$ cat src/rtl/icache_ctrl.sv
// Direct-mapped instruction-cache controller. Tags and valid bits live in
// local flops; line data lives in an external distributed-RAM line store with
// an asynchronous read port. Misses are refilled as a burst of beats that are
// assembled into one line and written in a single cycle.
`timescale 1ns/1ps
module icache_ctrl #(
   parameter int ADDR_WIDTH = 32,
   parameter int LINE_WIDTH = 128,
   parameter int DEPTH      = 128,
   parameter int BEAT_WIDTH = 32
) (
   input  logic                       clk,
   input  logic                       rst,
   input  logic                       cpu_req_valid,
   input  logic [ADDR_WIDTH-1:0]      cpu_addr,
   output logic                       cpu_hit,
   output logic [BEAT_WIDTH-1:0]      cpu_rdata,
   input  logic                       flush,
   output logic                       mem_req_valid,
   input  logic                       mem_req_ready,
   output logic [ADDR_WIDTH-1:0]      mem_req_addr,
   input  logic                       mem_resp_valid,
   input  logic [BEAT_WIDTH-1:0]      mem_resp_data,
   output logic                       ram_we,
   output logic [$clog2(DEPTH)-1:0]   ram_a,
   output logic [LINE_WIDTH-1:0]      ram_di,
   input  logic [LINE_WIDTH-1:0]      ram_spo
);

   localparam int BEATS = LINE_WIDTH / BEAT_WIDTH;
   localparam int OFFW  = $clog2(LINE_WIDTH / 8);
   localparam int IDXW  = $clog2(DEPTH);
   localparam int TAGW  = ADDR_WIDTH - IDXW - OFFW;
   localparam int WOFF  = $clog2(BEAT_WIDTH / 8);
   localparam int CNTW  = (BEATS > 1) ? $clog2(BEATS) : 1;
   localparam logic [CNTW-1:0] LAST_BEAT = CNTW'(BEATS - 1);

   typedef enum logic [1:0] {IDLE, REQ, FILL, WRITE} state_t;

   state_t                          state_q, state_d;
   logic [DEPTH-1:0]                valid_q;
   logic [TAGW-1:0]                 tag_q [DEPTH];
   logic                            pending_q;
   logic [CNTW-1:0]                 cnt_q;
   logic [TAGW-1:0]                 miss_tag;
   logic [IDXW-1:0]                 miss_idx;
   logic [BEATS-1:0][BEAT_WIDTH-1:0] line_buf;
   logic [BEATS-1:0][BEAT_WIDTH-1:0] spo_words;

   // Fetch address fields; the byte-within-word bits are never used.
   logic [TAGW-1:0]      tag;
   logic [IDXW-1:0]      idx;
   logic [CNTW-1:0]      word;
   logic                 unused_byte_bits;
   logic                 lookup_hit;
   logic                 start_miss;

   assign tag              = cpu_addr[ADDR_WIDTH-1:IDXW+OFFW];
   assign idx              = cpu_addr[IDXW+OFFW-1:OFFW];
   assign word             = cpu_addr[OFFW-1:WOFF];
   assign unused_byte_bits = ^cpu_addr[WOFF-1:0];
   assign lookup_hit       = valid_q[idx] && (tag_q[idx] == tag);
   assign start_miss       = (state_q == IDLE) && cpu_req_valid && !lookup_hit && !flush;

   // Data paths straight from state; the line buffer feeds the store directly.
   assign spo_words    = ram_spo;
   assign cpu_rdata    = spo_words[word];
   assign ram_di       = line_buf;
   assign mem_req_addr = {miss_tag, miss_idx, {OFFW{1'b0}}};

   // State register.
   always_ff @(posedge clk) begin
      // NOTE: every clocked assignment is non-blocking so all flops see the
      // pre-edge values of each other regardless of statement order.
      if (rst) state_q <= IDLE;
      else     state_q <= state_d;
   end

   // Next-state logic for the refill sequence.
   always_comb begin
      // NOTE: default to holding state first so no path through the case
      // leaves state_d unassigned and infers a latch.
      state_d = state_q;
      case (state_q)
         IDLE:    if (start_miss) state_d = REQ;
         REQ:     if (mem_req_ready) state_d = FILL;
         FILL:    if (mem_resp_valid && (cnt_q == LAST_BEAT)) state_d = WRITE;
         WRITE:   state_d = IDLE;
         default: state_d = IDLE;
      endcase
   end

   // Output decode: zero-cycle hit in IDLE, memory request and store write.
   always_comb begin
      cpu_hit       = (state_q == IDLE) && cpu_req_valid && lookup_hit && !flush;
      mem_req_valid = (state_q == REQ);
      ram_we        = (state_q == WRITE);
      ram_a         = (state_q == IDLE) ? idx : miss_idx;
   end

   // Valid bits, beat counter and flush-during-refill bookkeeping.
   always_ff @(posedge clk) begin
      if (rst) begin
         valid_q   <= '0;
         pending_q <= 1'b0;
         cnt_q     <= '0;
      end else begin
         if ((state_q == REQ) && mem_req_ready)
            cnt_q <= '0;
         else if ((state_q == FILL) && mem_resp_valid)
            cnt_q <= cnt_q + 1'b1;

         if (state_q == WRITE) begin
            valid_q[miss_idx] <= !(pending_q || flush);
            pending_q         <= 1'b0;
         end else if (flush && (state_q != IDLE)) begin
            pending_q <= 1'b1;
         end

         // A flush always wins over the refill's own valid update.
         if (flush) valid_q <= '0;
      end
   end

   // Miss latch, beat assembly and tag update.
   always_ff @(posedge clk) begin
      // NOTE: tags, miss latch and line buffer are not reset; the valid bits
      // and the FSM decide when their contents mean anything.
      if (start_miss) begin
         miss_tag <= tag;
         miss_idx <= idx;
      end
      if ((state_q == FILL) && mem_resp_valid)
         line_buf[cnt_q] <= mem_resp_data;
      if (state_q == WRITE)
         tag_q[miss_idx] <= miss_tag;
   end

endmodule

$ cat config.mk
export PLATFORM = sky130hd
export DESIGN_NAME = icache_ctrl
export DESIGN_NICKNAME = d
export VERILOG_FILES = /design/src/rtl/icache_ctrl.sv
export SDC_FILE = /design/constraint.sdc
export NUM_CORES = 2
export LEC_CHECK = 0
export ABC_AREA = 0
export CAP_MARGIN = 20
export CORE_ASPECT_RATIO = 0.5
export CORE_MARGIN = 5
export CORE_UTILIZATION = 40
export DETAILED_ROUTE_END_ITERATION = 10
export MAX_ROUTING_LAYER = met4
export PLACE_DENSITY = 0.6
export SLEW_MARGIN = 20
export SYNTH_ARGS = -nofsm -noshare
export SYNTH_HDL_FRONTEND = slang
export SYNTH_SLANG_ARGS = --single-unit
$ cat constraint.sdc
create_clock -name clk -period 4.8 [get_ports clk]
set_input_delay 0.48 -clock clk [delete_from_list [all_inputs] [get_ports clk]]
set_output_delay 0.48 -clock clk [all_outputs]
set_load 0.01 [all_outputs]
# After elaboration in Yosys (flattened, before gate mapping)
# Memory sizes are Yosys's and may differ from the RTL's.
# Index checks and enable logic that the tools add are counted.
# word_totals
register_bits,289
inputBits,198
n_memories,1
output_inout_bits,202
mem_bits_rw,2688
# op_classes
addsub,1
reduce_logical,22
eq_ne,8
mux,17
magnitude_cmp,6
# mem_list
name,words,word_bits,read_ports,rd_clocked_by_memory_dff,wr,line_no,text
tag_q,128,21,1,0,1,42,logic [TAGW-1:0] tag_q [DEPTH];
# ops
cell,count
$bwmux 128,2
$bmux 32 s2,1
$demux 32 s2,1
$mux 32,2
$eq 21x21->1,1
$lt 7x8->1 const B,2
$logic_and 1x1->1,12
$pmux 2 s4,1
$bmux 1 s7,1
$demux 1 s7,1
$ge 7x1->1 const B,1
$mux 7,1
$eq 2x2->1 const B,3
$lt 2x3->1 const B,2
$mux 2,3
$reduce_or 2->1,3
$mux 1,4
$ne 2x2->1 const B,2
$logic_not 1->1,3
$reduce_and 3->1,1
$add 2x1->2 const B,1
$eq 2x1->1 const B,1
$ge 2x1->1 const B,1
$logic_not 2->1,1
other kinds (3),3

# Depth between registers and ports, before layout
# depth
depth_word,8
depth_mapped,18

# Least setup slack after synthesis
# Ideal clock, no wire load.
# synth_timing
path_type,in2reg
from,input cpu_addr[5]
to,register miss_idx[0] (enable)
setup_ns,0.413
stages,15
arrival_time_ns,4.214
slack_ns,0.173
path_cell_list,buf_2 buf_2 buf_2 clkbuf_1 clkbuf_1 mux4_2 a22oi_1 o22ai_1 nor3_1 xnor2_1 nor3_1 a2bb2oi_1 nand2b_1 nor3b_2 nor2_1
# synth_via
elab_chain_len,6
elab_cells_between_ends,8
classes_between,eq/ne (1); mux (2); reduce/logical (4); memory (1)
# synth_lines
element,line_no,text
"start, declared",15,"input logic [ADDR_WIDTH-1:0] cpu_addr,"
$mem_v2 128x21 / $bmux 1 s7 (equally long branches),-,
$eq 21x21->1 / $mux 1 (equally long branches),62,assign lookup_hit = valid_q[idx] && (tag_q[idx] == tag);
$logic_and 1x1->1 (*),62,
$logic_not 1->1 (*),63,assign start_miss = (state_q == IDLE) && cpu_req_valid && !lookup_hit && !flush;
$logic_and 1x1->1 (*) (2 in series),63,
named net start_miss,56,logic start_miss;
"end signal, assigned",131,miss_idx <= idx;
"end, declared",46,logic [IDXW-1:0] miss_idx;
# The timed path passes the listed nets; every way through them passes the cells marked *. The select of a mux whose other input is x is not followed.
# A chain may end at the register's enable or synchronous reset.

# Worst setup path after layout
# layout_timing
from,input cpu_addr[5]
to,output cpu_hit
# layout_via
elab_chain_len,5
elab_cells_between_ends,7
classes_between,eq/ne (1); mux (2); reduce/logical (3); memory (1)
# layout_lines
element,line_no,text
$mem_v2 128x21 / $bmux 1 s7 (equally long branches),-,
$eq 21x21->1 / $mux 1 (equally long branches),62,
$logic_and 1x1->1 (*),62,
$logic_and 1x1->1 (*) (2 in series),95,cpu_hit = (state_q == IDLE) && cpu_req_valid && lookup_hit && !flush;
"end, declared",16,"output logic cpu_hit,"
# Mark *: on every way between the ends. The rest lies on a longest branch, timed or not. The select of a mux whose other input is x is not followed.

==> results.sh <==
export IMPL_synth_edf_count=2844
export IMPL_hold_path_class="in -> reg"
export IMPL_cp_num_buf_inv=8
export IMPL_grt_total_usage_pct=25.56
export IMPL_required_ns=4.32
export IMPL_synth_ff_type="edfxtp_1"
export IMPL_cts_sinks=2977
export IMPL_drt_first_pass_iters=6
export IMPL_clkSlewWorstSetupHoldPaths_ns=0.07
export IMPL_synth_top_area_share_pct=73.94
export IMPL_die_w_um=769.9
export IMPL_cts_tree="done"
export IMPL_hold_ws_ns=0.2237
export IMPL_finalMaxSlewViolations=0
export IMPL_cpMostUsedCell="buf_4"
export IMPL_start_util_pct=40.22
export IMPL_hold_viol=0
export IMPL_hold_buffers=0
export IMPL_gr_total_overflow=0
export IMPL_synthCells=5840
export IMPL_wl_per_cell_um=34.42
export IMPL_routabilityCongestion=0.9660
export IMPL_drc=0
export IMPL_yosysSeqAreaShare_pct=76.25
export IMPL_crit_arrival_ns=4.78
export IMPL_dp_slack_ns=-1.573
export IMPL_cts_root_buffer="clkbuf_16"
export IMPL_max_slew_margin_pct=21.64
export IMPL_design_die_area_um2=300200
export IMPL_cts_buffers=276
export IMPL_first_global_vias=62840
export IMPL_cap_violations=0
export IMPL_finClkSkew_ns=0.06614
export IMPL_outcome="finished, violations left"
export IMPL_synth_cell_area_um2=115500
export IMPL_synth_cell_type_count=76
export IMPL_critical_path_max_fanout=36
export IMPL_tightestPinTransition_ns=1.175
export IMPL_synth_warnings=0
export IMPL_leakage_nw=45.49
export IMPL_cp_top_family="compound AO/OA/AOI/OAI gates"
export IMPL_pwr_density_cell_nw_per_um2=398.5
export IMPL_async_flop_share_pct=0
export IMPL_synth_top_area_cell="edfxtp_1"
export IMPL_yosys_top_cells_count="edfxtp_1 (2844), mux4_2 (542), mux2i_1 (475), nand2_1 (241), nor2_1 (188)"
export IMPL_setup_ws_ns=-0.4558
export IMPL_fmax_mhz=190.3
export IMPL_cts_max_level=5
export IMPL_yosysMostFrequentCell="edfxtp_1"
export IMPL_failed_checks="negative setup slack"
export IMPL_cpPeakStageDelay_ns=0.87
export IMPL_chipHeight_um=390.0
export IMPL_layout_drive_gt1_share_pct=27.77
export IMPL_clk_latency_ns=0.86
export IMPL_nNetsFinal=7207
export IMPL_port_buffers=393
export IMPL_slowest_stage="o31ai_1"
export IMPL_vias=66450
export IMPL_ys_ff_latch=2977
export IMPL_crit_path_end_kind="primary output"
export IMPL_totalWireLength_um=381800
export IMPL_path_cells="buf_12, buf_4, buf_4, nor2b_4, buf_12, buf_12, a22oi_1, a21oi_1, o31ai_1, o31a_1, xor2_1, a211oi_1, buf_4, a2bb2oi_1, nand2b_1, nor3b_4, buf_4, and2b_1, buf_2"
export IMPL_dpl_cell_count=10590
export IMPL_viasPerCell=5.990
export IMPL_start_kind="input pin"
export IMPL_area_growth_pct=20.85
export IMPL_hpwl_um=248500
export IMPL_min_period_over_period_pct=109.5
export IMPL_core_area_um2=287100
export IMPL_syn_area_per_cell_um2=19.78
export IMPL_io_pins=400
export IMPL_grt_max_degree=130
export IMPL_ir_worst_vdd_v=0.0002926
export IMPL_min_period_ns=5.256
export IMPL_rsz0062_at_grt="true"
export IMPL_worst_setup_path_type="in -> out"
export IMPL_placementRows=139
export IMPL_grt_first_pass_wirelength_um=522100
export IMPL_final_cells=11090
export IMPL_setup_viol=1
export IMPL_ant_nets=0
export IMPL_r2r_slack_ns=0.52
export IMPL_synth_area_leaders="edfxtp_1 (74%), mux4_2 (11%), mux2i_1 (4.1%)"
export IMPL_antenna_found_initial=27
export IMPL_drt_iter0_drc=9745
export IMPL_clock_path_buffers=4
==> tightest hold or removal path: cells and delay by family <==
kind / cells / cell delay, ns
buf+inv: 3 / 0.46
==> kinds of logic after synthesis <==
logic type	count (synthesis)	synth area share, %
compound gates	765	4.298
other cells	1	0.003247
simple gates	647	2.512
fa+ha+maj	8	0.08667
flops	2977	76.25
buf+inv	371	1.712
xor+xnor	33	0.2502
mux	1038	14.89
==> sequential cells by signal, indices dropped and copies added (netlist names) <==
signal     cells
tag_q       2688
cnt_q          2
state_q        2
valid_q      128
ram_di       128
miss_idx       7
miss_tag      21
pending_q      1
==> worst paths after layout <==
| kind | start | to | cells after the start |
|---|---|---|---|
| setup / recovery | cpu_addr[5] | cpu_hit | 19 |
| hold / removal | cpu_addr[9] | miss_idx[5]$_DFFE_PP_ | 3 |
| setup reg to reg | tag_q[55][14]$_DFFE_PP_ | miss_tag[0]$_DFFE_PP_ | 15 |
| hold reg to reg | valid_q[97]$_SDFFE_PP0P_ | valid_q[97]$_SDFFE_PP0P_ | 2 |
==> layout by cell type, fill, tap and decap left out, drive strengths merged, types with 29 or more instances in the layout <==
cell type,n
a211oi,32
a22oi,180
o21ai,154
nor2,188
mux2i,475
a21oi,170
nor3,29
edfxtp,2844
clkinv,89
buf,847
o22ai,90
mux4,542
clkbuf,364
nand3,68
nand2,241
dfxtp,133
clkdlybuf4s50,384
==> metal layers <==
metal	global-route usage, %	vias up	wire [um]
met5	-	-	0
met4	8.084	0	14100
met3	6.959	630	47960
met2	36.03	4232	166200
met1	36.13	35200	153500
li1	-	26380	-
==> metrics by stage <==
step	setup TNS [ns]	cell area (um2)	util [%]	total power, mW
2_1_floorplan	0	115500	-	31.76
3_3_place_gp	-35.73	130200	45.36	34.32
3_5_place_dp	-31.92	130200	45.36	34.37
4_1_cts	-0.4886	139300	48.50	55.73
5_1_grt	-0.4972	139600	48.61	57.09
6_report	-0.4558	139600	48.61	55.62
==> what timing repair did <==
action                     4_1_cts  5_1_grt
setup endpoints to repair       29        1
pin swaps                        7       11
setup buffers                    0       11
resized for setup               52       41
gates cloned                     5        0
==> layout make-up <==
type                    count  area [um2]
diodes                     13       32.53
clock buffers             363        7661
clock inverters           117       974.7
fillers                 23490      147600
inverters                  14       60.06
multi-input cells        2495       26210
flip-flops and latches   2977       88060
well taps                3877        4851
repair buffers           1237       11720
==> report_power, final <==
part	switching (mW)	internal, mW
sequential	0.117	29.0
combinational	3.17	1.70
clock	9.61	12.0
Note: power is estimated with default switching activity, not from simulation.
